===== src/rtl/mx_stim_pkg.sv =====
// Shared definitions for the MX FP32 stimulus generator.
// Holds FP32 field geometry, special exponents, the lane LFSR polynomial,
// the category and FSM state enums, and small helpers for seeding,
// exponent clamping and LFSR stepping.
package mx_stim_pkg;

  localparam int unsigned FP32_W = 32;
  localparam int unsigned EXP_W  = 8;
  localparam int unsigned MAN_W  = 23;

  localparam logic [EXP_W-1:0] EXP_NAN  = 8'hFF;
  localparam logic [EXP_W-1:0] EXP_MAXN = 8'hFE;

  localparam logic [31:0] LFSR_POLY = 32'h8020_0003;
  localparam logic [31:0] LANE_SEED_STEP = 32'h9E37_79B9;

  typedef enum logic [3:0] {
    CatNormal   = 4'd0,
    CatCarry    = 4'd1,
    CatTie      = 4'd2,
    CatManOvf   = 4'd3,
    CatScaleOvf = 4'd4,
    CatNan      = 4'd5,
    CatSubnorm  = 4'd6,
    CatZero     = 4'd7,
    CatSweep    = 4'd8
  } mx_cat_e;

  typedef enum logic [1:0] {
    StIdle = 2'd0,
    StRun  = 2'd1,
    StDone = 2'd2
  } mx_state_e;

  // Per-lane seed; an all-zero state would lock the LFSR, so it becomes 1.
  function automatic logic [31:0] lane_seed(logic [31:0] seed, int unsigned lane);
    logic [31:0] s;
    s = seed ^ (lane * LANE_SEED_STEP);
    if (s == 32'h0) s = 32'h1;
    return s;
  endfunction

  // Keep a random exponent inside the normal range 1..254.
  function automatic logic [EXP_W-1:0] clamp_exp(logic [EXP_W-1:0] e);
    logic [EXP_W-1:0] c;
    c = e;
    if (e == 8'h00) c = 8'h01;
    else if (e == EXP_NAN) c = EXP_MAXN;
    return c;
  endfunction

  // Right-shifting Galois step.
  function automatic logic [31:0] lfsr_next(logic [31:0] r);
    return r[0] ? ((r >> 1) ^ LFSR_POLY) : (r >> 1);
  endfunction

endpackage


===== src/rtl/mx_stim_lfsr32.sv =====
// 32-bit Galois LFSR for one stimulus lane.
// Ports:
//   clk_i    clock
//   load_i   synchronous load of SEED (priority over step)
//   step_i   advance one step
//   state_o  current LFSR state
module mx_stim_lfsr32
  import mx_stim_pkg::*;
#(
  parameter logic [31:0] SEED = 32'h0000_0001
) (
  input  logic        clk_i,
  input  logic        load_i,
  input  logic        step_i,
  output logic [31:0] state_o
);

  logic [31:0] state_d, state_q;

  always_comb begin
    state_d = state_q;
    if (load_i) begin
      state_d = (SEED == 32'h0) ? 32'h1 : SEED;
    end else if (step_i) begin
      state_d = lfsr_next(state_q);
    end
  end

  always_ff @(posedge clk_i) begin
    state_q <= state_d;
  end

  assign state_o = state_q;

endmodule


===== src/rtl/mx_fp32_stim_gen.sv =====
// FP32 stimulus generator for MXINT8 block converters.
// Streams MX blocks of BLOCK_SIZE FP32 elements, LANES per beat, each block
// drawn from one corner-case category. One LFSR per lane supplies randomness
// and advances only on accepted beats.
// Optional build macro: MXSTIM_SWEEP_EN enables cat_sel_i=8 (sweep all
// categories 0..7, num_blocks each); without it 8 behaves as NORMAL.
// Ports:
//   clk, rst_n      clock, synchronous active-low reset
//   start_i         start pulse, honoured only in idle
//   cat_sel_i       block category (9..15 -> NORMAL)
//   sign_mode_i     0 +, 1 -, 2 alternate per block, 3 lane-0 LFSR bit 31
//   num_blocks_i    blocks per category (0 -> 1)
//   data_o          LANES FP32 elements, lane i at [32i+31:32i]
//   valid_o/ready_i stream handshake; last_o marks final beat of a block
//   busy_o, done_o  run status; done_o pulses one cycle at completion
module mx_fp32_stim_gen
  import mx_stim_pkg::*;
#(
  parameter int unsigned LANES      = 4,
  parameter int unsigned BLOCK_SIZE = 32,
  parameter int unsigned CNT_W      = 16,
  parameter logic [31:0] SEED       = 32'hACE1_2468
) (
  input  logic                      clk,
  input  logic                      rst_n,
  input  logic                      start_i,
  input  logic [3:0]                cat_sel_i,
  input  logic [1:0]                sign_mode_i,
  input  logic [CNT_W-1:0]          num_blocks_i,
  output logic [LANES*FP32_W-1:0]   data_o,
  output logic                      valid_o,
  input  logic                      ready_i,
  output logic                      last_o,
  output logic                      busy_o,
  output logic                      done_o
);

  localparam int unsigned BEATS  = BLOCK_SIZE / LANES;
  localparam int unsigned BEAT_W = (BEATS > 1) ? $clog2(BEATS) : 1;
  localparam logic [BEAT_W-1:0] BEAT_MAX = BEAT_W'(BEATS - 1);

  mx_state_e state_d, state_q;
  logic [BEAT_W-1:0] beat_cnt_d, beat_cnt_q;
  logic [CNT_W-1:0] blk_cnt_d, blk_cnt_q;
  logic [CNT_W-1:0] nb_d, nb_q;
  mx_cat_e cat_d, cat_q;
  logic [1:0] sign_mode_d, sign_mode_q;
  logic par_d, par_q;
  logic blk_sign_d, blk_sign_q;
  logic [EXP_W-1:0] blk_exp_d, blk_exp_q;

  logic [LANES-1:0][FP32_W-1:0] lane_r;
  logic [LANES*FP32_W-1:0] elems;
  mx_cat_e cur_cat;
  logic sweep_more;
  logic xfer;
  logic blk_start;
  logic cur_bsign;
  logic [EXP_W-1:0] cur_bexp;
  logic elem_sign;

  // Lane LFSRs: reloaded while in reset, stepped on every accepted beat.
  for (genvar g = 0; g < LANES; g++) begin : g_lane
    mx_stim_lfsr32 #(
      .SEED (lane_seed(SEED, g))
    ) u_lfsr (
      .clk_i   (clk),
      .load_i  (~rst_n),
      .step_i  (xfer),
      .state_o (lane_r[g])
    );
  end

`ifdef MXSTIM_SWEEP_EN
  logic sweep_d, sweep_q;
  logic [2:0] cat_idx_d, cat_idx_q;
  assign cur_cat    = sweep_q ? mx_cat_e'({1'b0, cat_idx_q}) : cat_q;
  assign sweep_more = sweep_q && (cat_idx_q != 3'd7);
`else
  assign cur_cat    = cat_q;
  assign sweep_more = 1'b0;
`endif

  assign valid_o = (state_q == StRun);
  assign busy_o  = (state_q != StIdle);
  assign done_o  = (state_q == StDone);
  assign last_o  = valid_o && (beat_cnt_q == BEAT_MAX);
  assign xfer    = valid_o && ready_i;

  // Block-wide sign/exponent come from lane 0 on the first beat and are
  // held in registers for the remaining beats of the block.
  assign blk_start = (beat_cnt_q == '0);
  assign cur_bsign = blk_start ? lane_r[0][31] : blk_sign_q;
  assign cur_bexp  = blk_start ? clamp_exp(lane_r[0][30:23]) : blk_exp_q;

  always_comb begin
    elem_sign = 1'b0;
    unique case (sign_mode_q)
      2'd0: elem_sign = 1'b0;
      2'd1: elem_sign = 1'b1;
      2'd2: elem_sign = par_q;
      2'd3: elem_sign = cur_bsign;
      default: elem_sign = 1'b0;
    endcase
  end

  always_comb begin
    logic [FP32_W-1:0] r;
    logic [EXP_W-1:0] e;
    logic [MAN_W-1:0] m;
    r = '0;
    e = '0;
    m = '0;
    elems = '0;
    for (int i = 0; i < LANES; i++) begin
      r = lane_r[i];
      case (cur_cat)
        CatCarry: begin
          e = clamp_exp(r[30:23]);
          m = {7'h7F, 1'b1, r[14:0]};
        end
        CatTie: begin
          e = clamp_exp(r[30:23]);
          m = {r[22:16], 1'b1, 15'h0};
        end
        CatManOvf: begin
          e = cur_bexp;
          m = 23'h7F_FFFF;
        end
        CatScaleOvf: begin
          e = EXP_MAXN;
          m = {7'h7F, 1'b1, r[14:0]};
        end
        CatNan: begin
          e = EXP_NAN;
          m = r[22:0] | 23'h40_0000;
        end
        CatSubnorm: begin
          e = '0;
          m = r[22:0] | 23'h1;
        end
        CatZero: begin
          e = r[30:23];
          m = '0;
        end
        default: begin
          e = clamp_exp(r[30:23]);
          m = r[22:0];
        end
      endcase
      elems[i*FP32_W +: FP32_W] = {elem_sign, e, m};
    end
  end

  assign data_o = valid_o ? elems : '0;

  // Bit 31 of lanes other than 0 is never consumed.
  logic unused_lane_msb;
  always_comb begin
    unused_lane_msb = 1'b0;
    for (int i = 0; i < LANES; i++) unused_lane_msb ^= lane_r[i][31];
  end

  always_comb begin
    state_d     = state_q;
    beat_cnt_d  = beat_cnt_q;
    blk_cnt_d   = blk_cnt_q;
    nb_d        = nb_q;
    cat_d       = cat_q;
    sign_mode_d = sign_mode_q;
    par_d       = par_q;
    blk_sign_d  = blk_sign_q;
    blk_exp_d   = blk_exp_q;
`ifdef MXSTIM_SWEEP_EN
    sweep_d     = sweep_q;
    cat_idx_d   = cat_idx_q;
`endif
    unique case (state_q)
      StIdle: begin
        if (start_i) begin
          state_d     = StRun;
          beat_cnt_d  = '0;
          blk_cnt_d   = '0;
          par_d       = 1'b0;
          nb_d        = (num_blocks_i == '0) ? CNT_W'(1) : num_blocks_i;
          sign_mode_d = sign_mode_i;
          cat_d       = (cat_sel_i > 4'd7) ? CatNormal : mx_cat_e'(cat_sel_i);
`ifdef MXSTIM_SWEEP_EN
          sweep_d     = (cat_sel_i == CatSweep);
          cat_idx_d   = '0;
`endif
        end
      end
      StRun: begin
        if (xfer) begin
          if (blk_start) begin
            blk_sign_d = cur_bsign;
            blk_exp_d  = cur_bexp;
          end
          if (beat_cnt_q == BEAT_MAX) begin
            beat_cnt_d = '0;
            par_d      = ~par_q;
            if (blk_cnt_q == nb_q - CNT_W'(1)) begin
              blk_cnt_d = '0;
              if (sweep_more) begin
`ifdef MXSTIM_SWEEP_EN
                cat_idx_d = cat_idx_q + 3'd1;
`endif
              end else begin
                state_d = StDone;
              end
            end else begin
              blk_cnt_d = blk_cnt_q + CNT_W'(1);
            end
          end else begin
            beat_cnt_d = beat_cnt_q + BEAT_W'(1);
          end
        end
      end
      StDone:  state_d = StIdle;
      default: state_d = StIdle;
    endcase
  end

  always_ff @(posedge clk) begin
    if (!rst_n) begin
      state_q     <= StIdle;
      beat_cnt_q  <= '0;
      blk_cnt_q   <= '0;
      nb_q        <= CNT_W'(1);
      cat_q       <= CatNormal;
      sign_mode_q <= 2'd0;
      par_q       <= 1'b0;
      blk_sign_q  <= 1'b0;
      blk_exp_q   <= 8'h01;
`ifdef MXSTIM_SWEEP_EN
      sweep_q     <= 1'b0;
      cat_idx_q   <= '0;
`endif
    end else begin
      state_q     <= state_d;
      beat_cnt_q  <= beat_cnt_d;
      blk_cnt_q   <= blk_cnt_d;
      nb_q        <= nb_d;
      cat_q       <= cat_d;
      sign_mode_q <= sign_mode_d;
      par_q       <= par_d;
      blk_sign_q  <= blk_sign_d;
      blk_exp_q   <= blk_exp_d;
`ifdef MXSTIM_SWEEP_EN
      sweep_q     <= sweep_d;
      cat_idx_q   <= cat_idx_d;
`endif
    end
  end

endmodule


===== config.mk =====
export PLATFORM = sky130hd
export DESIGN_NAME = mx_fp32_stim_gen
export DESIGN_NICKNAME = d
export VERILOG_FILES = /design/src/rtl/mx_stim_pkg.sv /design/src/rtl/mx_stim_lfsr32.sv /design/src/rtl/mx_fp32_stim_gen.sv
export SDC_FILE = /design/constraint.sdc
export NUM_CORES = 1
export LEC_CHECK = 0
export BUFFER_PORTS_ARGS = -buffer_cell sky130_fd_sc_hd__buf_2
export CORE_MARGIN = 3
export CORE_UTILIZATION = 46
export CTS_BUF_LIST = sky130_fd_sc_hd__clkbuf_4 sky130_fd_sc_hd__clkbuf_8 sky130_fd_sc_hd__clkbuf_16
export DETAILED_ROUTE_END_ITERATION = 10
export PLACE_DENSITY_LB_ADDON = 0.05
export SLEW_MARGIN = 10
export SYNTH_ARGS = -nofsm -noshare
export SYNTH_HDL_FRONTEND = slang
export SYNTH_SLANG_ARGS = --single-unit

===== constraint.sdc =====
create_clock -name clk -period 5.3 [get_ports clk]
set_clock_uncertainty 0.15 [all_clocks]
set_input_delay 0.53 -clock clk [delete_from_list [all_inputs] [get_ports clk]]
set_output_delay 0.53 -clock clk [all_outputs]
set_load 0.02 [all_outputs]

* After elaboration in Yosys (flattened, before gate mapping) *
Index checks and enable logic that the tools add are counted.

storage, ports and cells
  flip-flop bits (word level) = 181
  latch bits = 0
  memory bits (writable) = 0
  bits in read-only memories = 0
  input bits = 26
  output and inout port bits = 132
  word-level logic and storage cells = 106
  memories kept = 0

operators by class
  $add $sub $neg = 3
  multipliers = 0
  divide/modulo/power cells = 0
  order comparisons = 1
  equality and inequality tests = 22
  shift operators = 0
  muxes and demuxes = 44
  bitwise logic cells = 5
  reduce and logical (&&, ||, !) cells = 18

operator list
  kind                                                                   number
  23-bit case mux with 6 select lines                                    4
  8-bit case mux with 5 select lines                                     4
  128-bit two-way mux                                                    1
  32-bit two-way mux                                                     4
  16-bit two-way mux                                                     5
  8-bit two-way mux                                                      9
  8-bit == test (second input constant)                                  4
  8-bit zero test                                                        4
  16-bit case mux with 2 select lines                                    1
  16-bit by 1-bit adder with 16-bit output (second input constant)       1
  16-bit == test                                                         1
  4-bit by 3-bit == test with 1-bit output (second input constant)       4
  16-bit zero test                                                       1
  3-bit inverter with 4-bit output                                       4
  16-bit by 1-bit subtractor with 16-bit output (second input constant)  1
  3-bit two-way mux                                                      3
  4-bit by 2-bit == test with 1-bit output (second input constant)       2
  2-bit two-way mux                                                      4
  4-bit AND reduction                                                    2
  2-bit == test (second input constant)                                  3
  2-bit by 1-bit != test with 1-bit output (second input constant)       3
  3-bit case mux with 2 select lines                                     1
  3-bit AND reduction                                                    2
  2-bit by 1-bit == test with 1-bit output (second input constant)       2
  other kinds (17)                                                       23

* Longest topological paths before layout *
Gate-level depths: netlist of the first run.

  word-level depth = 6
  depth in mapped cells = 11
  gate-level depth less buffers = 9

* Hierarchy *
Synthesis of the first run repeated with hierarchy kept, for this count alone.

unflattened totals
  cell total of the unflattened synthesis = 1150
  area total of the unflattened synthesis = 9316.4 µm²

by module, submodules not included
  module                             times used  cells an instance  area an instance (µm²)  seq. area each (µm²)
  mx_fp32_stim_gen                   1           722                4505.6                  1061.0
  mx_stim_lfsr32 (g_lane[2].u_lfsr)  1           107                1217.4                  640.6
  mx_stim_lfsr32 (g_lane[0].u_lfsr)  1           107                1211.2                  640.6
  mx_stim_lfsr32 (g_lane[1].u_lfsr)  1           107                1193.6                  640.6
  mx_stim_lfsr32 (g_lane[3].u_lfsr)  1           107                1188.6                  640.6

* Worst setup path after synthesis of the first run *
Ideal clock, no wire load.

  path kind = register to output
  from = register beat_cnt_q[0]
  to = output port data_o[127]
  arrival time = 2.184 ns
  data required time = 4.620 ns
  setup slack = 2.436 ns
  stages on the path, launching flop included = 8
  buffers on the path = 2
  path through = dfxtp_1 inv_1 ha_1 nand2b_1 clkbuf_1 mux2i_1 a311oi_1 buf_4

between the ends
  cells in the longest elaborated chain, start to end = 4

RTL lines
  element                             line                     source
  start, declared                     mx_fp32_stim_gen.sv:43   logic [BEAT_W-1:0] beat_cnt_d, beat_cnt_q;
  start signal, assigned              mx_fp32_stim_gen.sv:242  beat_cnt_q <= beat_cnt_d;
  3-bit zero test                     mx_fp32_stim_gen.sv:92   assign blk_start = (beat_cnt_q == '0);
  1-bit two-way mux                   mx_fp32_stim_gen.sv:93   assign cur_bsign = blk_start ? lane_r[0][31] : blk_sign_q;
  1-bit case mux with 4 select lines  mx_fp32_stim_gen.sv:98   unique case (sign_mode_q)
  128-bit two-way mux                 mx_fp32_stim_gen.sv:155  assign data_o = valid_o ? elems : '0;
  end, declared                       mx_fp32_stim_gen.sv:30   output logic [LANES*FP32_W-1:0] data_o,

Every way passes these cells.

* Worst setup path after layout of the first run *
  from = register cat_q[2]
  to = output port data_o[125]

between the ends
  cells in the longest elaborated chain, start to end = 3
  elaborated cells on any way between the ends = 7
  classes of those cells = 5 x eq/ne; 2 x mux

RTL lines
  element                                                                                               line                     source
  start, declared                                                                                       mx_fp32_stim_gen.sv:46   mx_cat_e cat_d, cat_q;
  start signal, assigned                                                                                mx_fp32_stim_gen.sv:231  cat_q <= CatNormal;
  start signal, assigned                                                                                mx_fp32_stim_gen.sv:245  cat_q <= cat_d;
  4-bit by 3-bit == test with 1-bit output or 4-bit by 2-bit == test with 1-bit output (tied branches)  mx_fp32_stim_gen.sv:117  case (cur_cat)
  8-bit case mux with 5 select lines (*)                                                                mx_fp32_stim_gen.sv:117
  128-bit two-way mux (*)                                                                               mx_fp32_stim_gen.sv:155

Every way passes the cells marked *; elsewhere a longest branch is shown, timed or not.

==> impl_metrics.ini, run 1 <==
[synth]
synth_compound_area_share_pct = 19.4
synth_xor_area_share_pct = 4.53
yosys_warnings = 0
syn_area_um2 = 9100
yosysSeqAreaShare_pct = 39.8
syn-num-nets = 1293
ys_async_sr_fraction_pct = 0
yosysTopAreaCell = dfxtp_1
syn_avg_cell_area_um2 = 7.21
synthCells = 1262
synth_top_area_share_pct = 39.8
ys_seq_elements = 181
yosys-top-cells-area = dfxtp_1 (40%), nand2_1 (16%), a21boi_0 (7.4%)
synth_edf_count = 0
yosys.area_share.simple_pct = 29.6
muxShareOfSynthArea_pct = 1.09
synth_top_family_by_area = simple AND/OR/NAND/NOR gates
synth_fa_ha_area_share_pct = 0.688
synth_cell_types = 54
synth_top_flop_cell = dfxtp_1

[finish]
num_antenna_cells = 0
fin_nets = 1376
fillCellCount = 1873
layout.cells.non_filler = 1618
drive_above_1_share_pct = 16.2
syn2layout_area_growth_pct = 15.0

[drt]
drt_iter0_markers = 512
drc = 0
antenna_left = 0
wire_per_inst_um = 16.0
via_per_inst = 5.35
drt_wl_total_mm = 25.8
vias = 8663
drt_first_pass_iters = 4

[sta]
finalHoldViolations = 0
setup_tns_ns = 0
max_freq_mhz = 266
relSlewSlack_pct = 19.2
min_period_ns = 3.76
fin_crit_sh_pct = 71.0
maxSlewViolCount = 0
setup_viol = 0
rsz0062_at_grt = false
worst_pin_slew_ns = 1.21

[power]
p_per_area_nw_per_um2 = 312
peakVddDrop_mv = 0.215
leakagePower_nw = 4.54

[grt]
grt_max_degree = 120
grtUsageTotal_pct = 23.6
gr-total-overflow = 0
grt_pass1_wl_mm = 42.0
grt_antenna_before_repair = 1
grt_pass1_vias = 7879

[place]
globalplace.congestion = 0.773
portBuffers = 157
dp_cells = 1586
dp_hpwl_mm = 16.9

[clock_tree]
post-cts-setup-buffers = 0
htreeDepth = 4
cts_tree = done
cts_hold_buffers = 0
clk_pin_slew_ns = 0.07
cts_buffers = 17
cts_resized = 0
cts_buffer_depth = 2
cts_sinks = 181
clock_latency_ns = 0.43
clockRootBuffer = clkbuf_16

[floorplanning]
fp.dieArea_um2 = 21500
die_y_um = 147
io_pins = 158
core_area_um2 = 19100
die_x_um = 147
num_rows = 50
start_util_pct = 47.7

[worst_setup_path]
cpLargestDelayFamily = simple AND/OR/NAND/NOR gates
worstSetupEndpointType = output port
r2r_end = blk_cnt_q[13]
critPathBufInv = 2
critPathKind = reg2out
reg2reg_depth = 9
cpMaxStageDelayCell = dfxtp_1
r2r_slack_ns = 2.28
path_cells = nor3_2, buf_4, a21oi_1, or2_2, nand2_1, a21oi_1, buf_2
max_stage_delay_ns = 0.64
timing.rr.start = nb_q[0]
worstPathRequired_ns = 4.62
setup.worst_path.start_class = flip-flop
critPathArrivalTime_ns = 3.08
path_common_cell = a21oi_1
crit_fanout = 30

[worst_hold_path]
min_to = sign_mode_q[1]
min_from = sign_mode_i[1]
holdPathStages = 3
hold_class = in2reg

[status]
status = completed

[flow_run]
maxCapViolCount = 0
==> final cells by class <==
| class | instances | area, µm² | area share (%) |
|---|---|---|---|
| Clock buffer | 19 | 453 | 4.33 |
| Clock inverter | 13 | 121 | 1.16 |
| Inverter | 11 | 41.3 | 0.395 |
| Multi-Input combinational cell | 970 | 5050 | 48.3 |
| Sequential cell | 181 | 3620 | 34.6 |
| Tap cell | 260 | 325 | 3.11 |
| Timing Repair Buffer | 164 | 841 | 8.04 |
==> cell usage after synthesis (all sizes together) (4+ instances only) <==
| master | number |
|---|---|
| a211oi | 4 |
| a21boi | 90 |
| a21oi | 134 |
| a221oi | 6 |
| a311oi | 4 |
| and2 | 7 |
| and3 | 4 |
| buf | 13 |
| clkbuf | 87 |
| dfxtp | 181 |
| ha | 5 |
| inv | 11 |
| mux2 | 7 |
| nand2 | 389 |
| nand2b | 6 |
| nand3 | 67 |
| nand3b | 6 |
| nand4 | 11 |
| nor2 | 100 |
| nor3 | 10 |
| nor4 | 11 |
| o211a | 5 |
| o211ai | 6 |
| o21ai | 17 |
| or4 | 5 |
| xnor2 | 28 |
| xor2 | 19 |
==> per-layer routing <==
layer	vias up	global-route usage (%)	share of wire, %
met3	20	5.34	5.6
met5	-	0	0.077
met1	4033	33.4	48
li1	4385	-	-
met2	223	37.0	45
met4	2	5.08	1.0
==> cell usage in the layout, fill, tap and decap left out, types with 3 or more instances in the layout <==
cell type / Yosys / final
dfxtp_1: 181 / 181
nand2_1: 389 / 387
a221oi_1: 6 / 6
nand2b_1: 6 / 5
nand3b_1: 6 / 6
nor4_1: 10 / 10
and2_1: 6 / 6
and3_1: 4 / 4
clkbuf_16: 0 / 17
nor3_2: 2 / 3
nor2_1: 100 / 100
a21boi_0: 90 / 90
inv_1: 11 / 11
nor2b_1: 3 / 3
nor3_1: 8 / 7
xor2_1: 19 / 19
mux2_2: 7 / 7
clkinv_2: 0 / 3
buf_2: 0 / 156
o21ai_0: 17 / 17
o211ai_1: 6 / 6
a311oi_1: 4 / 4
o211a_1: 5 / 5
a21oi_1: 134 / 134
or4_1: 5 / 5
xnor2_1: 28 / 28
ha_1: 5 / 5
buf_4: 3 / 8
nand3_1: 67 / 67
o22ai_1: 3 / 3
nand4_1: 9 / 9
a211oi_1: 3 / 3
inv_6: 0 / 5
==> power breakdown <==
group | internal [W] | leakage [nW] | switching [W]
Clock | 0.000680 | 0.281 | 0.000568
Sequential | 0.00143 | 1.48 | 0.0000746
Combinational | 0.000175 | 2.79 | 0.000336
==> registers in the layout, summed over array words and instances (netlist names) <==
| name | cells |
|---|---|
| blk_cnt_q | 16 |
| g_lane.u_lfsr.state_o | 128 |
| sign_mode_q | 2 |
| cat_q | 4 |
| blk_exp_q | 8 |
| par_q | 1 |
| blk_sign_q | 1 |
| state_q | 2 |
| beat_cnt_q | 3 |
| nb_q | 16 |
==> through the flow <==
step / area (µm²) / power (W) / utilization, % / setup WS, ns / hold slack [ns]
final: 10500 / 0.00326 / 54.8 / 1.54 / 0.204
after CTS: 10500 / 0.00328 / 54.8 / 1.56 / 0.194
after detailed placement: 9890 / 0.00204 / 51.8 / 2.04 / 0.312
after floorplan: 9100 / 0.00188 / - / 2.44 / 0.290
after global placement: 9890 / 0.00204 / 51.8 / 2.09 / 0.303
after global routing: 10500 / 0.00341 / 54.8 / 1.23 / 0.201
==> cells by family after synthesis <==
kind of cell | after synthesis
compound gates | 280
xor+xnor | 47
fa+ha+maj | 5
simple gates | 629
buf+inv | 111
mux | 9
flops | 181
==> worst max-delay path by stage <==
stage                       start     endpoint  slack, ns  cells after the start
global placement         cat_q[2]  data_o[125]       2.09                      7
global route             cat_q[0]  data_o[125]       1.23                      6
CTS                      cat_q[2]  data_o[125]       1.56                      7
finish                   cat_q[2]  data_o[125]       1.54                      7
floorplan           beat_cnt_q[0]  data_o[127]       2.44                      7
detailed placement       cat_q[2]  data_o[125]       2.04                      7
==> worst reg2reg max path: stages (launching register included) <==
cell and delay, ns:
dfxtp_1 0.40, inv_1 0.10, ha_1 0.26, or4b_4 0.54
a2111oi_0 0.31, a311oi_1 0.12, a211oi_2 0.24, nand4_2 0.26
o21bai_4 0.42, nor2_1 0.09
Power figures use the tool's default switching activity.
==> run 2, diff against run 1 <==
- clock period: 5.3 -> 3 ns (I/O delays scaled with it)
==> run 2 against run 1 <==
Against the previous run:
- flip-flop and latch count unchanged
- core utilization increased by 2.8 points
- wire length increased by 1.5%
- combinational power increased by 92%
- clock power increased by 74%
- count of clock-buffer cells in the layout unchanged
- sequential power increased by 76%
- critical path type unchanged
==> impl_metrics.ini, run 2 (synthesis gave the netlist of run 1 again) <==
[drt]
wl_met2_mm = 12.2
drc = 0
maxUsedRoutingLayer = met4
wl_met3_mm = 1.42
vias = 8894
wire_per_inst_um = 15.7
via_per_inst = 5.34
antenna_left = 0
drt_iter0_markers = 573
drt_wl_total_mm = 26.2
drt-met1-wl_mm = 12.4
drt_first_pass_iters = 5

[place]
dp_hpwl_mm = 17.4
portBuffers = 157
globalplace.congestion = 0.822

[worst_setup_path]
critPathArrivalTime_ns = 2.44
r2r_end = state_q[0]
timing.rr.start = nb_q[1]
max_stage_delay_ns = 0.38
cpLargestDelayFamily = buffers and inverters
worstPathRequired_ns = 2.55
critPathKind = reg2out
path_cells = inv_1, ha_1, nand2b_2, buf_4, mux2_2, a21oi_1, buf_4, a21oi_1, buf_2
critPathBufInv = 4
r2r_slack_ns = 0.27
worstSetupEndpointType = output port
reg2reg_depth = 10
crit_fanout = 8
setup.worst_path.start_class = flip-flop
cpMaxStageDelayCell = dfxtp_1

[sta]
setup_tns_ns = 0
finalHoldViolations = 0
setup_viol = 0
maxSlewViolCount = 0
max_freq_mhz = 346
relSlewSlack_pct = 56.9
rsz0062_at_grt = false
min_period_ns = 2.89
fin_crit_sh_pct = 96.4
worst_pin_slew_ns = 0.644

[worst_hold_path]
holdPathStages = 3
hold_class = in2reg
min_from = num_blocks_i[0]
min_to = nb_q[0]

[finish]
final_cell_mix = nand2_1 (387), dfxtp_1 (181), buf_2 (155)
largest_reg_flops = 128
fin_nets = 1425
multiInputGateArea_um2 = 5110
fillCellCount = 1879
syn2layout_area_growth_pct = 20.9
final_common_cell = nand2_1
seq_area_um2 = 3620
num_antenna_cells = 0
drive_above_1_share_pct = 18.4

[floorplanning]
die_x_um = 147
die_y_um = 147
fp.dieArea_um2 = 21500
io_pins = 158
start_util_pct = 47.7
num_rows = 50
core_area_um2 = 19100

[clock_tree]
cts_buffers = 17
clockRootBuffer = clkbuf_16
htreeDepth = 4
clock_latency_ns = 0.43
cts_buffer_depth = 2
clk_pin_slew_ns = 0.07
cts_sinks = 181
cts_tree = done

[grt]
grt_antenna_before_repair = 0
grt_max_degree = 120
grtUsageTotal_pct = 24.0
gr-total-overflow = 0
grt_pass1_wl_mm = 42.7
grt_pass1_vias = 8157

[power]
peakVddDrop_mv = 0.361
power_w = 0.00579
leakagePower_nw = 4.80
p_per_area_nw_per_um2 = 527

[flow_run]
maxCapViolCount = 0

[status]
status = completed
==> run 2: worst reg2reg max path: cells and delay by family (launching register included) <==
family | cells | cell delay [ns]
flip-flops | 1 | 0.37
adder cells (fa/ha/maj) | 1 | 0.25
buffers and inverters | 2 | 0.29
AO/OA/AOI/OAI | 5 | 0.87
AND/OR/NAND/NOR | 2 | 0.69
==> run 2: timing repair <==
item                                    CTS  global route
pin swaps                                 0             1
endpoints found under the setup margin    4            34
endpoints found under the hold margin    17             0
resized for setup                         3             9
setup buffers                             0             1
hold buffers                             17             0
==> run 2: final cells by class <==
| class | instances | area share [%] |
|---|---|---|
| multi-input combinational | 970 | 46.4 |
| clock inverter | 13 | 1.10 |
| tap | 260 | 2.96 |
| timing repair buffer | 213 | 12.1 |
| clock buffer | 19 | 4.06 |
| sequential | 181 | 33.0 |
| inverter | 11 | 0.375 |
==> run 2: layer usage <==
metal,global-route usage [%],vias up
li1,-,4489
met1,33.2,4194
met2,38.9,194
met3,4.81,17
met4,5.17,0
met5,0,-
==> run 2: worst max path at each step <==
| stage | cells after the start | start | to | slack (ns) |
|---|---|---|---|---|
| floorplan | 11 | nb_q[0] | blk_cnt_q[6] | 0.29 |
| global placement | 8 | g_lane[0].u_lfsr.state_o[25] | data_o[87] | 0.25 |
| detailed placement | 7 | beat_cnt_q[0] | data_o[87] | 0.19 |
| CTS | 9 | beat_cnt_q[0] | data_o[122] | 0.03 |
| global route | 8 | g_lane[0].u_lfsr.state_o[25] | data_o[23] | 0.002 |
| finish | 9 | beat_cnt_q[0] | data_o[122] | 0.11 |
==> run 2: metrics by stage <==
stage	util (%)	instance area [µm²]	setup slack, ns	hold slack, ns	cells
floorplan	-	9100	0.289	0.290	1262
global placement	53.4	10200	0.246	0.301	1617
detailed placement	53.4	10200	0.186	0.308	1617
CTS	57.3	10900	0.0255	0.0000741	1666
global route	57.6	11000	0.00156	0.0174	1667
finish	57.6	11000	0.109	0.0291	1667
==> run 2: where the power goes <==
group	switching [W]	internal, W
logic	0.000616	0.000364
registers	0.000121	0.00252
clock network	0.000986	0.00119
